## config.mk

```make
export PLATFORM = sky130hd
export DESIGN_NAME = dac_stream_tx
export DESIGN_NICKNAME = d
export VERILOG_FILES = /design/src/rtl/dac_stream_tx.sv
export SDC_FILE = /design/constraint.sdc
export NUM_CORES = 1
export LEC_CHECK = 0
export CELL_PAD_IN_SITES_DETAIL_PLACEMENT = 1
export CELL_PAD_IN_SITES_GLOBAL_PLACEMENT = 1
export CORE_ASPECT_RATIO = 1.5
export CORE_MARGIN = 3
export CORE_UTILIZATION = 41
export CTS_CLUSTER_SIZE = 25
export DETAILED_ROUTE_END_ITERATION = 8
export GPL_ROUTABILITY_DRIVEN = 0
export PLACE_DENSITY_LB_ADDON = 0.1
export SLEW_MARGIN = 25
export SYNTH_ARGS = -nofsm -noshare
export SYNTH_HDL_FRONTEND = slang
export SYNTH_SLANG_ARGS = --single-unit
```

## constraint.sdc

```tcl
create_clock -name clk_i -period 2.1 [get_ports clk_i]
set_input_delay 0.21 -clock clk_i [delete_from_list [all_inputs] [get_ports clk_i]]
set_output_delay 0.21 -clock clk_i [all_outputs]
set_load 0.005 [all_outputs]
```

## src/rtl/dac_stream_tx.sv

```systemverilog
`default_nettype none
// ============================================================================
// Module   : dac_stream_tx
// Purpose  : Sink for the summed-sample stream. Each activein_i strobe drops
//            a signed 16-bit sample into a one-deep holding register. The
//            sample is converted to a DAC code and shifted out MSB-first as a
//            16-bit SPI-style frame (sclk_o / cs_n_o / sdo_o). A sample that
//            arrives while the holding register is still occupied is discarded
//            and counted.
// Ports    : clk_i          system clock, rising edge
//            rst_ni         asynchronous active-low reset
//            sample_i[15:0] signed sample from upstream results
//            activein_i     single-cycle valid strobe for sample_i
//            sclk_o         DAC serial clock, idles low
//            cs_n_o         DAC frame select, active-low, idles high
//            sdo_o          serial data, DAC samples on rising sclk_o
//            busy_o         holding register full or serializer not idle
//            dropped_o      one-cycle pulse per discarded sample
//            drop_count_o   saturating count of discarded samples
// Params   : CLKDIV         sclk half-period in clk cycles (1..255)
//            OFFSET_BINARY  1: invert sample MSB, 0: raw two's complement
// Revision : 1.0 - initial release
// ============================================================================
module dac_stream_tx #(
  parameter int unsigned CLKDIV        = 2,
  parameter bit          OFFSET_BINARY = 1'b1
) (
  input  logic        clk_i,
  input  logic        rst_ni,
  input  logic [15:0] sample_i,
  input  logic        activein_i,
  output logic        sclk_o,
  output logic        cs_n_o,
  output logic        sdo_o,
  output logic        busy_o,
  output logic        dropped_o,
  output logic [7:0]  drop_count_o
);

  // Divider counter spans 0..2*CLKDIV-1; 9 bits covers CLKDIV up to 255.
  localparam logic [8:0] C_DIV_LAST = 9'(2 * CLKDIV - 1);
  localparam logic [8:0] C_DIV_HALF = 9'(CLKDIV);

  typedef enum logic [1:0] {
    ST_IDLE  = 2'd0,
    ST_SHIFT = 2'd1,
    ST_GAP   = 2'd2
  } state_e;

  state_e      state_q, state_d;
  logic [15:0] hold_q, hold_d;
  logic        hold_full_q, hold_full_d;
  logic [15:0] shreg_q, shreg_d;
  logic [8:0]  div_q, div_d;
  logic [3:0]  bit_q, bit_d;
  logic        sclk_q, sclk_d;
  logic        cs_n_q, cs_n_d;
  logic        busy_q, busy_d;
  logic        dropped_q, dropped_d;
  logic [7:0]  drop_count_q, drop_count_d;

  logic [15:0] dac_code;
  logic [8:0]  div_inc;
  logic        xfer;

  if (OFFSET_BINARY) begin : g_offset_bin
    assign dac_code = {~hold_q[15], hold_q[14:0]};
  end else begin : g_twos_comp
    assign dac_code = hold_q;
  end

  assign div_inc = div_q + 9'd1;
  // The hold register empties into the shifter only from IDLE.
  assign xfer    = (state_q == ST_IDLE) && hold_full_q;

  always_comb begin
    state_d      = state_q;
    hold_d       = hold_q;
    hold_full_d  = hold_full_q;
    shreg_d      = shreg_q;
    div_d        = div_q;
    bit_d        = bit_q;
    sclk_d       = sclk_q;
    cs_n_d       = cs_n_q;
    dropped_d    = 1'b0;
    drop_count_d = drop_count_q;

    // Holding register: a transfer frees the slot in the same cycle, so a
    // coincident strobe is captured rather than dropped.
    if (activein_i && (!hold_full_q || xfer)) begin
      hold_d      = sample_i;
      hold_full_d = 1'b1;
    end else if (xfer) begin
      hold_full_d = 1'b0;
    end else if (activein_i) begin
      dropped_d = 1'b1;
      if (drop_count_q != 8'hFF) begin
        drop_count_d = drop_count_q + 8'd1;
      end
    end

    unique case (state_q)
      ST_IDLE: begin
        if (hold_full_q) begin
          shreg_d = dac_code;
          div_d   = 9'd0;
          bit_d   = 4'd0;
          sclk_d  = 1'b0;
          cs_n_d  = 1'b0;
          state_d = ST_SHIFT;
        end
      end
      ST_SHIFT: begin
        if (div_q == C_DIV_LAST) begin
          // Wrap coincides with sclk falling; sdo (shreg MSB) moves here.
          // After the 16th bit the final shift leaves the register all
          // zero, which is what keeps sdo low through GAP and IDLE.
          div_d   = 9'd0;
          sclk_d  = 1'b0;
          shreg_d = {shreg_q[14:0], 1'b0};
          if (bit_q == 4'd15) begin
            cs_n_d  = 1'b1;
            state_d = ST_GAP;
          end else begin
            bit_d = bit_q + 4'd1;
          end
        end else begin
          div_d  = div_inc;
          sclk_d = (div_inc >= C_DIV_HALF);
        end
      end
      ST_GAP: begin
        if (div_q == C_DIV_LAST) begin
          div_d   = 9'd0;
          state_d = ST_IDLE;
        end else begin
          div_d = div_inc;
        end
      end
      default: begin
        state_d = ST_IDLE;
        cs_n_d  = 1'b1;
        sclk_d  = 1'b0;
        shreg_d = 16'h0000;
      end
    endcase

    busy_d = hold_full_d || (state_d != ST_IDLE);
  end

  always_ff @(posedge clk_i or negedge rst_ni) begin
    if (!rst_ni) begin
      state_q      <= ST_IDLE;
      hold_q       <= 16'h0000;
      hold_full_q  <= 1'b0;
      shreg_q      <= 16'h0000;
      div_q        <= 9'd0;
      bit_q        <= 4'd0;
      sclk_q       <= 1'b0;
      cs_n_q       <= 1'b1;
      busy_q       <= 1'b0;
      dropped_q    <= 1'b0;
      drop_count_q <= 8'd0;
    end else begin
      state_q      <= state_d;
      hold_q       <= hold_d;
      hold_full_q  <= hold_full_d;
      shreg_q      <= shreg_d;
      div_q        <= div_d;
      bit_q        <= bit_d;
      sclk_q       <= sclk_d;
      cs_n_q       <= cs_n_d;
      busy_q       <= busy_d;
      dropped_q    <= dropped_d;
      drop_count_q <= drop_count_d;
    end
  end

  assign sclk_o       = sclk_q;
  assign cs_n_o       = cs_n_q;
  assign sdo_o        = shreg_q[15];
  assign busy_o       = busy_q;
  assign dropped_o    = dropped_q;
  assign drop_count_o = drop_count_q;

endmodule
`default_nettype wire
```

==> run summary <==
The flow ran to the end, and the final reports show no timing, DRC or antenna violations. The arrival time at the worst endpoint is 2.16 ns. Prior to clock tree synthesis, the placed netlist has a worst setup slack of 0.0991 ns. The sequential-to-total area share from yosys stat came out at 48.9%. The total power divided by cell area came out at 1320 nW/um^2. The total congestion overflow after global routing came out at 0. For the final database, setup skew stands at 0.00580 ns. The startpoint identified for the worst register-to-register timing path is state_q[0]. The element type at the critical path end is a flip-flop.

The number of buffers added on ports is 31. The routed layout has 2228 vias. TritonCTS built the clock tree.

The number of buffers added by the clock tree synthesis step came out at 9. The number of design-rule violations left by the first detailed-router iteration came out at 80. The total number of placement rows is 38.

The min-delay analysis places its worst path in the category input port to flip-flop. The via count of the first global-routing pass came out at 2389. The die area came out at 8590 um^2. When the netlist entered floorplanning its net count stood at 295. The region available for standard cell placement spans 7270 um^2. The async set-reset flop share out of synthesis is 100%. The number of enable flip-flop cells after synthesis is 0. The first detailed-routing pass ran for 4 iterations.

The via count normalized by instance count is 5.41. The total number of H-tree levels is 3. The final count of hold timing violations came out at 0. After clock tree synthesis, the clock-pin slew on the worst setup and hold paths is 0.06 ns.

The count of max-cap constraint violations is 0. The number of diodes is 0. Measured along the x axis, the die boundary spans 76.7 um.

The maximum number of buffers from clock root to sink came out at 2. The antenna violation net count after detailed routing came out at 0. The die height is 112 um. The layout cell share with drive strength beyond 1 came out at 18.6%.

The placed wire-length estimate after detailed placement came out at 4.80 mm. The fill cell total of the finished layout came out at 809. The post-synthesis average cell area came out at 11.5 um^2. The average wire per standard cell came out at 16.5 um. The Yosys warning count is 0. Setup violations remaining at the end of the flow were counted as 0. The final wirelength is 6.81 mm. The required arrival time at the worst endpoint came out at 2.33 ns. Summed over all cells, the static leakage comes to 1.62 nW. The number of primary I/O pins came out at 32. After synthesis, the netlist uses 51 different library cells. The worst min-delay path startpoint is sample_i[3].

The worst ir drop on vdd is 0.688 mV. The post-route minimum period came out at 1.93 ns. In this run the cell area of the synthesized design comes to 3070 um^2. The timing startpoint of the critical path is state_q[0].

The final worst slack came out at 0.173 ns. The final sum of negative setup slack came out at 0 ns. The initial cell density of the core came out at 42.3%. The clock reaches the later pin of the worst-skew pair after 0.35 ns. Clock tree synthesis selected as its root buffer the cell clkbuf_8. The final standard cell utilization of the core is 51.1%. The signed area change from the synthesized netlist to the final layout came out at 21.0%. The total count of max-transition violations in the final report is 0. Entering global routing, the biggest net connects 32 pins. The most used flip-flop cell after synthesis is dfrtp_1. The clock sink total is 60. The relative slew slack is 48.3%. The maximum fanout along the worst path came out at 16. The number of flip-flops and latches in the synthesized netlist came out at 60. The global-route wire length before repair came out at 11.8 mm. The highest attainable clock frequency came out at 0.519 GHz. The ratio of final minimum period to clock period is 91.7%. For this run, the total global-route usage over all layers was measured as 17.6%.

The final routed DRC violation total is 0. STA classifies the critical path startpoint as a flip-flop. After technology mapping, the gate count stands at 268. For the pin with the worst max-slew slack, the measured transition is 0.776 ns.

Setup repair after global routing left no endpoint under its margin. The critical path in this run is classified as flip-flop to flip-flop. The initial antenna violation count is 0. The layout net count came out at 335.
logic make-up after synthesis:
kind of cell	synth area share, %
AOI/OAI and AO/OA	13.6
xor gates and xnor gates	2.85
adders and majority gates	3.26
buffers and inverters	4.19
DFF	48.9
muxes	14.1
and+or+nand+nor	13.1
Yosys cell counts (4+ instances only):
| cell | count | area, um^2 |
|---|---|---|
| a22o_1 | 13 | 114 |
| a31oi_1 | 5 | 31.3 |
| a41oi_1 | 4 | 35.0 |
| buf_2 | 4 | 20.0 |
| clkbuf_1 | 8 | 30.0 |
| dfrtp_1 | 59 | 1480 |
| ha_1 | 8 | 100 |
| inv_1 | 11 | 41.3 |
| mux2_1 | 6 | 67.6 |
| mux2_2 | 17 | 191 |
| mux2_4 | 9 | 135 |
| mux2i_1 | 4 | 40.0 |
| nand2_1 | 18 | 67.6 |
| nand3_1 | 18 | 90.1 |
| nand4_1 | 6 | 37.5 |
| nor2_1 | 6 | 22.5 |
| nor3_1 | 4 | 20.0 |
| o21ai_0 | 13 | 65.1 |
| xnor2_1 | 5 | 43.8 |
| xor2_1 | 5 | 43.8 |
worst max-delay path, stage by stage, from the launching register on:
cell     delay (ns)
dfrtp_1        0.41
inv_1          0.09
ha_1           0.27
buf_4          0.20
inv_1          0.12
nand2_1        0.06
nand2_1        0.07
buf_4          0.23
mux2_2         0.36
state kept, by name (all words and copies together), names as in the netlist:
register	flops
sclk_o	1
busy_o	1
state_q	2
shreg_q	16
dropped_o	1
bit_q	4
cs_n_o	1
hold_full_q	1
div_q	9
drop_count_o	8
hold_q	16
where the power goes:
group / internal [mW] / switching, mW / leakage (nW)
Combinational: 1.12 / 0.919 / 0.779
Sequential: 1.58 / 0.283 / 0.749
Clock: 0.573 / 0.444 / 0.0935
Total: 3.27 / 1.65 / 1.62
cell usage in the layout, fill, tap and decap left out, types with 6 or more instances in the layout:
| master | n |
|---|---|
| inv_1 | 11 |
| mux2_4 | 9 |
| a22o_1 | 13 |
| mux2_1 | 6 |
| nor2_1 | 6 |
| mux2_2 | 17 |
| nand3_1 | 18 |
| ha_1 | 8 |
| o21ai_0 | 13 |
| nand4_1 | 6 |
| nand2_1 | 18 |
| buf_4 | 11 |
| clkbuf_8 | 10 |
| dfrtp_1 | 59 |
| clkdlybuf4s50_1 | 30 |
per-stage QoR:
step	power, mW	std cells	hold slack (ns)	area (um^2)
3_3_place_gp	3.87	396	0.322	3520
5_1_grt	5.30	412	0.458	3720
2_1_floorplan	3.33	268	-0.0856	3070
6_report	4.92	412	0.469	3720
3_5_place_dp	3.95	396	0.333	3520
4_1_cts	4.99	412	0.454	3710
final cells by class:
type	instances	area, um^2	share of cell area, %
flip-flops and latches	60	1500	40.4
multi-input cells	182	1450	38.9
repair buffers	44	418	11.2
clock buffers	13	149	4.00
well taps	100	125	3.36
inverters	11	41.3	1.11
clock inverters	2	35.0	0.942
worst paths after layout:
kind                            slack, ns  cells after the start         endpoint
worst max-delay path                 0.17                      8        hold_q[8]
max in group asynchronous            0.99                      3        hold_q[2]
worst min-delay path                 0.47                      2        hold_q[3]
min in group asynchronous            0.48                      2  drop_count_o[2]
worst max register to register       0.17                      8        hold_q[8]
worst min register to register       0.49                      1       shreg_q[4]
repair_timing:
| item | CTS | global route |
|---|---|---|
| endpoints found under the setup margin | 0 | 1 |
| buffers inserted | 0 | 0 |
| hold endpoints to repair | 29 | 0 |
| hold buffers | 1 | 0 |
| gates resized for setup | 0 | 1 |
layer usage:
| metal | vias up | share of wire [%] | global-route usage (%) |
|---|---|---|---|
| met5 | - | 0 | 0 |
| met4 | 0 | 2.2 | 9.19 |
| met3 | 13 | 2.7 | 4.57 |
| met2 | 35 | 51 | 28.2 |
| met1 | 1121 | 44 | 21.7 |
| li1 | 1059 | - | - |
Power figures use the tool's default switching activity.
